File: src/rtl/riscv_immencode.sv
`default_nettype none
// ---------------------------------------------------------------------------
// riscv_immencode : 2-stage valid/ready RV32I immediate encoder with range check
// Revision 1.0
// ---------------------------------------------------------------------------
module riscv_immencode #(
   parameter int XLEN      = 32,
   parameter int ERR_CNT_W = 8
) (
   input  logic                 i_clk,
   input  logic                 i_rst,
   input  logic                 i_in_valid,
   output logic                 o_in_ready,
   input  logic [2:0]           i_imm_src,
   input  logic [XLEN-1:0]      i_imm_val,
   input  logic [XLEN-1:0]      i_base_instr,
   output logic                 o_out_valid,
   input  logic                 i_out_ready,
   output logic [XLEN-1:0]      o_instr,
   output logic                 o_imm_err,
   input  logic                 i_clr_cnt,
   output logic [ERR_CNT_W-1:0] o_err_cnt
);

   // Format codes shared with the core's immediate decoder
   localparam logic [2:0] c_SRC_IMM_I = 3'b000;
   localparam logic [2:0] c_SRC_IMM_S = 3'b001;
   localparam logic [2:0] c_SRC_IMM_B = 3'b010;
   localparam logic [2:0] c_SRC_IMM_U = 3'b011;
   localparam logic [2:0] c_SRC_IMM_J = 3'b100;

   logic                 r_s1_valid;
   logic [2:0]           r_s1_src;
   logic [XLEN-1:0]      r_s1_imm;
   logic [XLEN-1:0]      r_s1_base;
   logic                 r_s1_err;
   logic                 r_s2_valid;
   logic [XLEN-1:0]      r_instr;
   logic                 r_imm_err;
   logic [ERR_CNT_W-1:0] r_err_cnt;

   logic                 w_adv1;
   logic                 w_adv2;
   logic                 w_s2_load;
   logic                 w_err;
   logic [XLEN-1:0]      w_instr;

   assign w_adv2    = !r_s2_valid || i_out_ready;
   assign w_adv1    = !r_s1_valid || w_adv2;
   assign w_s2_load = w_adv2 && r_s1_valid;

   assign o_in_ready  = w_adv1;
   assign o_out_valid = r_s2_valid;
   assign o_instr     = r_instr;
   assign o_imm_err   = r_imm_err;
   assign o_err_cnt   = r_err_cnt;

   // Sign-extension checks: the discarded upper bits must all match the kept sign bit
   always_comb begin
      w_err = 1'b0;
      case (i_imm_src)
         c_SRC_IMM_I,
         c_SRC_IMM_S: w_err = !((&i_imm_val[31:11]) || !(|i_imm_val[31:11]));
         c_SRC_IMM_B: w_err = !((&i_imm_val[31:12]) || !(|i_imm_val[31:12])) || i_imm_val[0];
         c_SRC_IMM_J: w_err = !((&i_imm_val[31:20]) || !(|i_imm_val[31:20])) || i_imm_val[0];
         c_SRC_IMM_U: w_err = |i_imm_val[11:0];
         default:     w_err = 1'b1;
      endcase
   end

   // Overwriting each immediate field both clears and fills it
   always_comb begin
      w_instr = r_s1_base;
      case (r_s1_src)
         c_SRC_IMM_I: w_instr[31:20] = r_s1_imm[11:0];
         c_SRC_IMM_S: begin
            w_instr[31:25] = r_s1_imm[11:5];
            w_instr[11:7]  = r_s1_imm[4:0];
         end
         c_SRC_IMM_B: begin
            w_instr[31]    = r_s1_imm[12];
            w_instr[30:25] = r_s1_imm[10:5];
            w_instr[11:8]  = r_s1_imm[4:1];
            w_instr[7]     = r_s1_imm[11];
         end
         c_SRC_IMM_U: w_instr[31:12] = r_s1_imm[31:12];
         c_SRC_IMM_J: begin
            w_instr[31]    = r_s1_imm[20];
            w_instr[30:21] = r_s1_imm[10:1];
            w_instr[20]    = r_s1_imm[11];
            w_instr[19:12] = r_s1_imm[19:12];
         end
         default: ;
      endcase
   end

   always_ff @(posedge i_clk or posedge i_rst) begin
      if (i_rst) begin
         r_s1_valid <= 1'b0;
         r_s1_src   <= '0;
         r_s1_imm   <= '0;
         r_s1_base  <= '0;
         r_s1_err   <= 1'b0;
         r_s2_valid <= 1'b0;
         r_instr    <= '0;
         r_imm_err  <= 1'b0;
         r_err_cnt  <= '0;
      end else begin
         if (w_adv1) begin
            r_s1_valid <= i_in_valid;
            if (i_in_valid) begin
               r_s1_src  <= i_imm_src;
               r_s1_imm  <= i_imm_val;
               r_s1_base <= i_base_instr;
               r_s1_err  <= w_err;
            end
         end
         if (w_adv2) begin
            r_s2_valid <= r_s1_valid;
            if (r_s1_valid) begin
               r_instr   <= w_instr;
               r_imm_err <= r_s1_err;
            end
         end
         // Clear wins over a same-cycle increment
         if (i_clr_cnt) begin
            r_err_cnt <= '0;
         end else if (w_s2_load && r_s1_err && !(&r_err_cnt)) begin
            r_err_cnt <= r_err_cnt + 1'b1;
         end
      end
   end

endmodule
`default_nettype wire

File: config.mk
export PLATFORM = sky130hd
export DESIGN_NAME = riscv_immencode
export DESIGN_NICKNAME = d
export VERILOG_FILES = /design/src/rtl/riscv_immencode.sv
export SDC_FILE = /design/constraint.sdc
export NUM_CORES = 1
export LEC_CHECK = 0
export ABC_AREA = 1
export CORE_MARGIN = 2
export CORE_UTILIZATION = 56
export CTS_BUF_LIST = sky130_fd_sc_hd__clkbuf_4
export DETAILED_ROUTE_END_ITERATION = 16
export PLACE_DENSITY = 0.88
export SLEW_MARGIN = 0
export SYNTH_ARGS = -nofsm -noshare
export SYNTH_HDL_FRONTEND = slang
export SYNTH_SLANG_ARGS = --single-unit
File: constraint.sdc
create_clock -name i_clk -period 9.2 [get_ports i_clk]
set_input_delay 0.92 -clock i_clk [delete_from_list [all_inputs] [get_ports i_clk]]
set_output_delay 0.92 -clock i_clk [all_outputs]
set_load 0.005 [all_outputs]
==> impl_metrics.py <==
metrics = {
    "critical_path": {
        "arrival_ps": 2120,
        "cp_slowest_cell": "clkdlybuf4s50_1",
        "cp_slowest_stage_delay_ps": 550,
        "end_kind": "output pin",
        "worst_setup_path_start_kind": "primary input",
        "critPathMaxFanout": 3,
        "path_class": "primary input to output pin",
        "crit_required_ps": 8280,
        "cp_common_cell": "clkdlybuf4s50_1",
        "path_cells": "clkdlybuf4s50_1, inv_1, nand3_1, clkdlybuf4s50_1",
        "cpLargestDelayFamily": "buffers and inverters",
        "worst-path-buf-inv": 3,
    },
    "timing": {
        "hold_violations": 0,
        "tightest_slew_ps": 894,
        "setup_viol": 0,
        "finalSetupTns_ps": 0,
        "slew_violations": 0,
        "finalCriticalPeriod_ps": 3040,
        "setup_slack_ps": 6160,
        "relSlewSlack": 0.403,
        "grt_setup_unrepaired": "no",
        "fmax_ghz": 0.329,
        "clock_skew_ps": 28.1,
        "fin_crit_sh": 0.330,
    },
    "routing": {
        "drt_wl_total_mm": 12.4,
        "first_iter_violations": 313,
        "dr.pass1.iters": 5,
        "routed_via_density": 5.40,
        "detail-route-antenna-nets": 0,
        "num_vias": 4625,
        "detail_route.wl_per_cell_um": 14.5,
        "drcViolationCount": 0,
    },
    "clock_network": {
        "postCtsSetupBuffers": 0,
        "cts_made_buffers": 9,
        "tritoncts": "yes",
        "cts-resized-gates": 0,
        "clock_sinks": 111,
        "clockRootBuffer": "clkbuf_4",
        "path_clk_slew_ps": 160,
        "cts.path.max_buffers": 2,
        "clk_latency_ps": 440,
        "htreeDepth": 3,
        "hold_buffers": 0,
    },
    "power": {
        "max-vdd-ir-drop_mv": 0.0821,
        "pwr-share-clk": 0.171,
        "p_int_mw": 0.831,
        "power_frac_seq": 0.532,
        "switching_share": 0.324,
        "combPwrFrac": 0.297,
        "power_mw": 1.23,
        "power-per-cell-area_nw_per_um2": 193,
        "leakage_nw": 3.10,
        "p_switching_mw": 0.398,
    },
    "run_status": {
        "status": "finished clean",
    },
    "synthesis": {
        "netlist_instances": 638,
        "postSynth.asyncResetShare": 1.00,
        "synth.most_common_cell": "nand2_1",
        "synth.distinct_cells": 33,
        "synth_top_area_frac": 0.552,
        "yosysSeqAreaShare": 0.552,
        "yosysTopAreaCell": "dfrtp_1",
        "netlist_area_um2": 5030,
        "synth.area.top_cells": "dfrtp_1, nand2_1, nor2_1, o21ai_0, inv_1",
        "synthFlopType": "dfrtp_1",
        "syn_nets": 711,
        "synth_seq_cells": 111,
        "syn_avg_cell_area_um2": 7.89,
        "synth_common_cells": "nand2_1, dfrtp_1, nor2_1",
        "yosys_warnings": 0,
        "synth-edff-count": 0,
    },
    "floorplan": {
        "die-area_um2": 9760,
        "initial_core_util": 0.577,
        "io_pins": 115,
        "core_area_um2": 8720,
        "num_rows": 34,
        "fp.dieH_um": 98.8,
        "die_w_um": 98.8,
    },
    "grt": {
        "grt_pass1_wl_mm": 20.9,
        "antenna_found_initial": 0,
        "grt_start_max_net_pins": 88,
        "globalRouteTotalUtil": 0.264,
        "grt_pass1_vias": 4514,
        "gr-total-overflow": 0,
    },
    "final_layout": {
        "fin_util": 0.728,
        "layout-drive-gt1-share": 0.0481,
        "area_growth_pct": 26.2,
        "n_antenna_cell": 0,
        "fin_nets": 817,
    },
    "placement": {
        "place.gp.congestion": 0.931,
        "place_ws_ps": 5860,
        "io_buffers": 114,
        "dp_hpwl_mm": 9.14,
    },
    "worst_hold_path": {
        "hp-class": "register to register",
    },
    "run": {
        "max_cap_viol_count": 0,
    },
}
final timing paths:
path / cells past startpoint / slack (ps) / end / from
max in group asynchronous: 3 / 7100 / o_instr[21] / i_rst
setup / recovery: 4 / 6160 / o_in_ready / i_out_ready
min in group asynchronous: 2 / 910 / o_err_cnt[0] / i_rst
setup reg to reg: 9 / 6860 / o_err_cnt[7] / o_out_valid
hold / removal: 2 / 490 / o_instr[5] / r_s1_base[5]
hold reg to reg: 2 / 490 / o_instr[5] / r_s1_base[5]
power by group through the flow:
stage,Sequential (mW),Combinational (mW),Clock (mW)
global placement,0.658,0.351,0
floorplan,0.650,0.168,0
finish,0.653,0.365,0.210
CTS,0.652,0.367,0.216
global route,0.664,0.406,0.233
detailed placement,0.662,0.366,0
layout by cell type, fill, tap and decap left out, types with 2 or more instances in the layout:
cell type        synthesis  final
a21oi_1                 18     18
a22oi_1                  6      6
a31oi_1                  8      8
buf_4                    1      2
clkbuf_4                 0     10
clkdlybuf4s50_1          0    114
clkinv_2                 1      5
clkinv_4                 0      2
dfrtp_1                111    111
inv_1                   38     37
inv_2                    5      5
inv_4                    1      2
nand2_1                273    272
nand2_2                  3      4
nand3_1                 15     15
nand4_1                  2      2
nor2_1                  71     71
nor3_1                   3      3
o21ai_0                 42     42
o21ai_1                  5      5
xor2_1                   2      2
worst reg2reg max path: cells and delay by family, from the launching register on:
| kind | cells | cell delay (ps) |
|---|---|---|
| and+or+nand+nor | 6 | 1020 |
| buffers and inverters | 2 | 740 |
| DFF | 1 | 410 |
| AOI/OAI and AO/OA | 1 | 70 |
per-stage QoR:
step / hold WS, ps / area [um2] / instances
global route: 514 / 6350 / 857
finish: 494 / 6350 / 857
detailed placement: 455 / 6240 / 841
floorplan: 442 / 5030 / 638
global placement: 453 / 6240 / 841
CTS: 491 / 6350 / 857
logic make-up (layout without fill, tap and decap cells):
family | Yosys count | in the layout | share of synthesized area
and+or+nand+nor | 371 | 371 | 0.291
DFF | 111 | 111 | 0.552
AOI/OAI and AO/OA | 85 | 85 | 0.0957
buffers and inverters | 67 | 178 | 0.0530
xor gates and xnor gates | 3 | 3 | 0.00522
adders and majority gates | 1 | 1 | 0.00249
registers in the layout (all words and copies together), names as in the netlist:
signal	flops
o_imm_err	1
r_s1_src	3
o_err_cnt	8
r_s1_base	32
r_s1_err	1
o_out_valid	1
r_s1_imm	32
r_s1_valid	1
o_instr	32
metal layers:
layer	part of all wire	GRT usage
met1	0.42	0.370
met2	0.49	0.433
met3	0.074	0.0426
met4	0.016	0.0695
met5	0	0
area by class of cell:
cell class | instances | area, um2
clock buffers | 10 | 75.1
clock inverters | 6 | 37.5
fillers | 644 | 2370
inverters | 46 | 179
multi-input cells | 460 | 1990
flip-flops and latches | 111 | 2780
well taps | 108 | 135
repair buffers | 116 | 1160
Power figures use the tool's default switching activity.
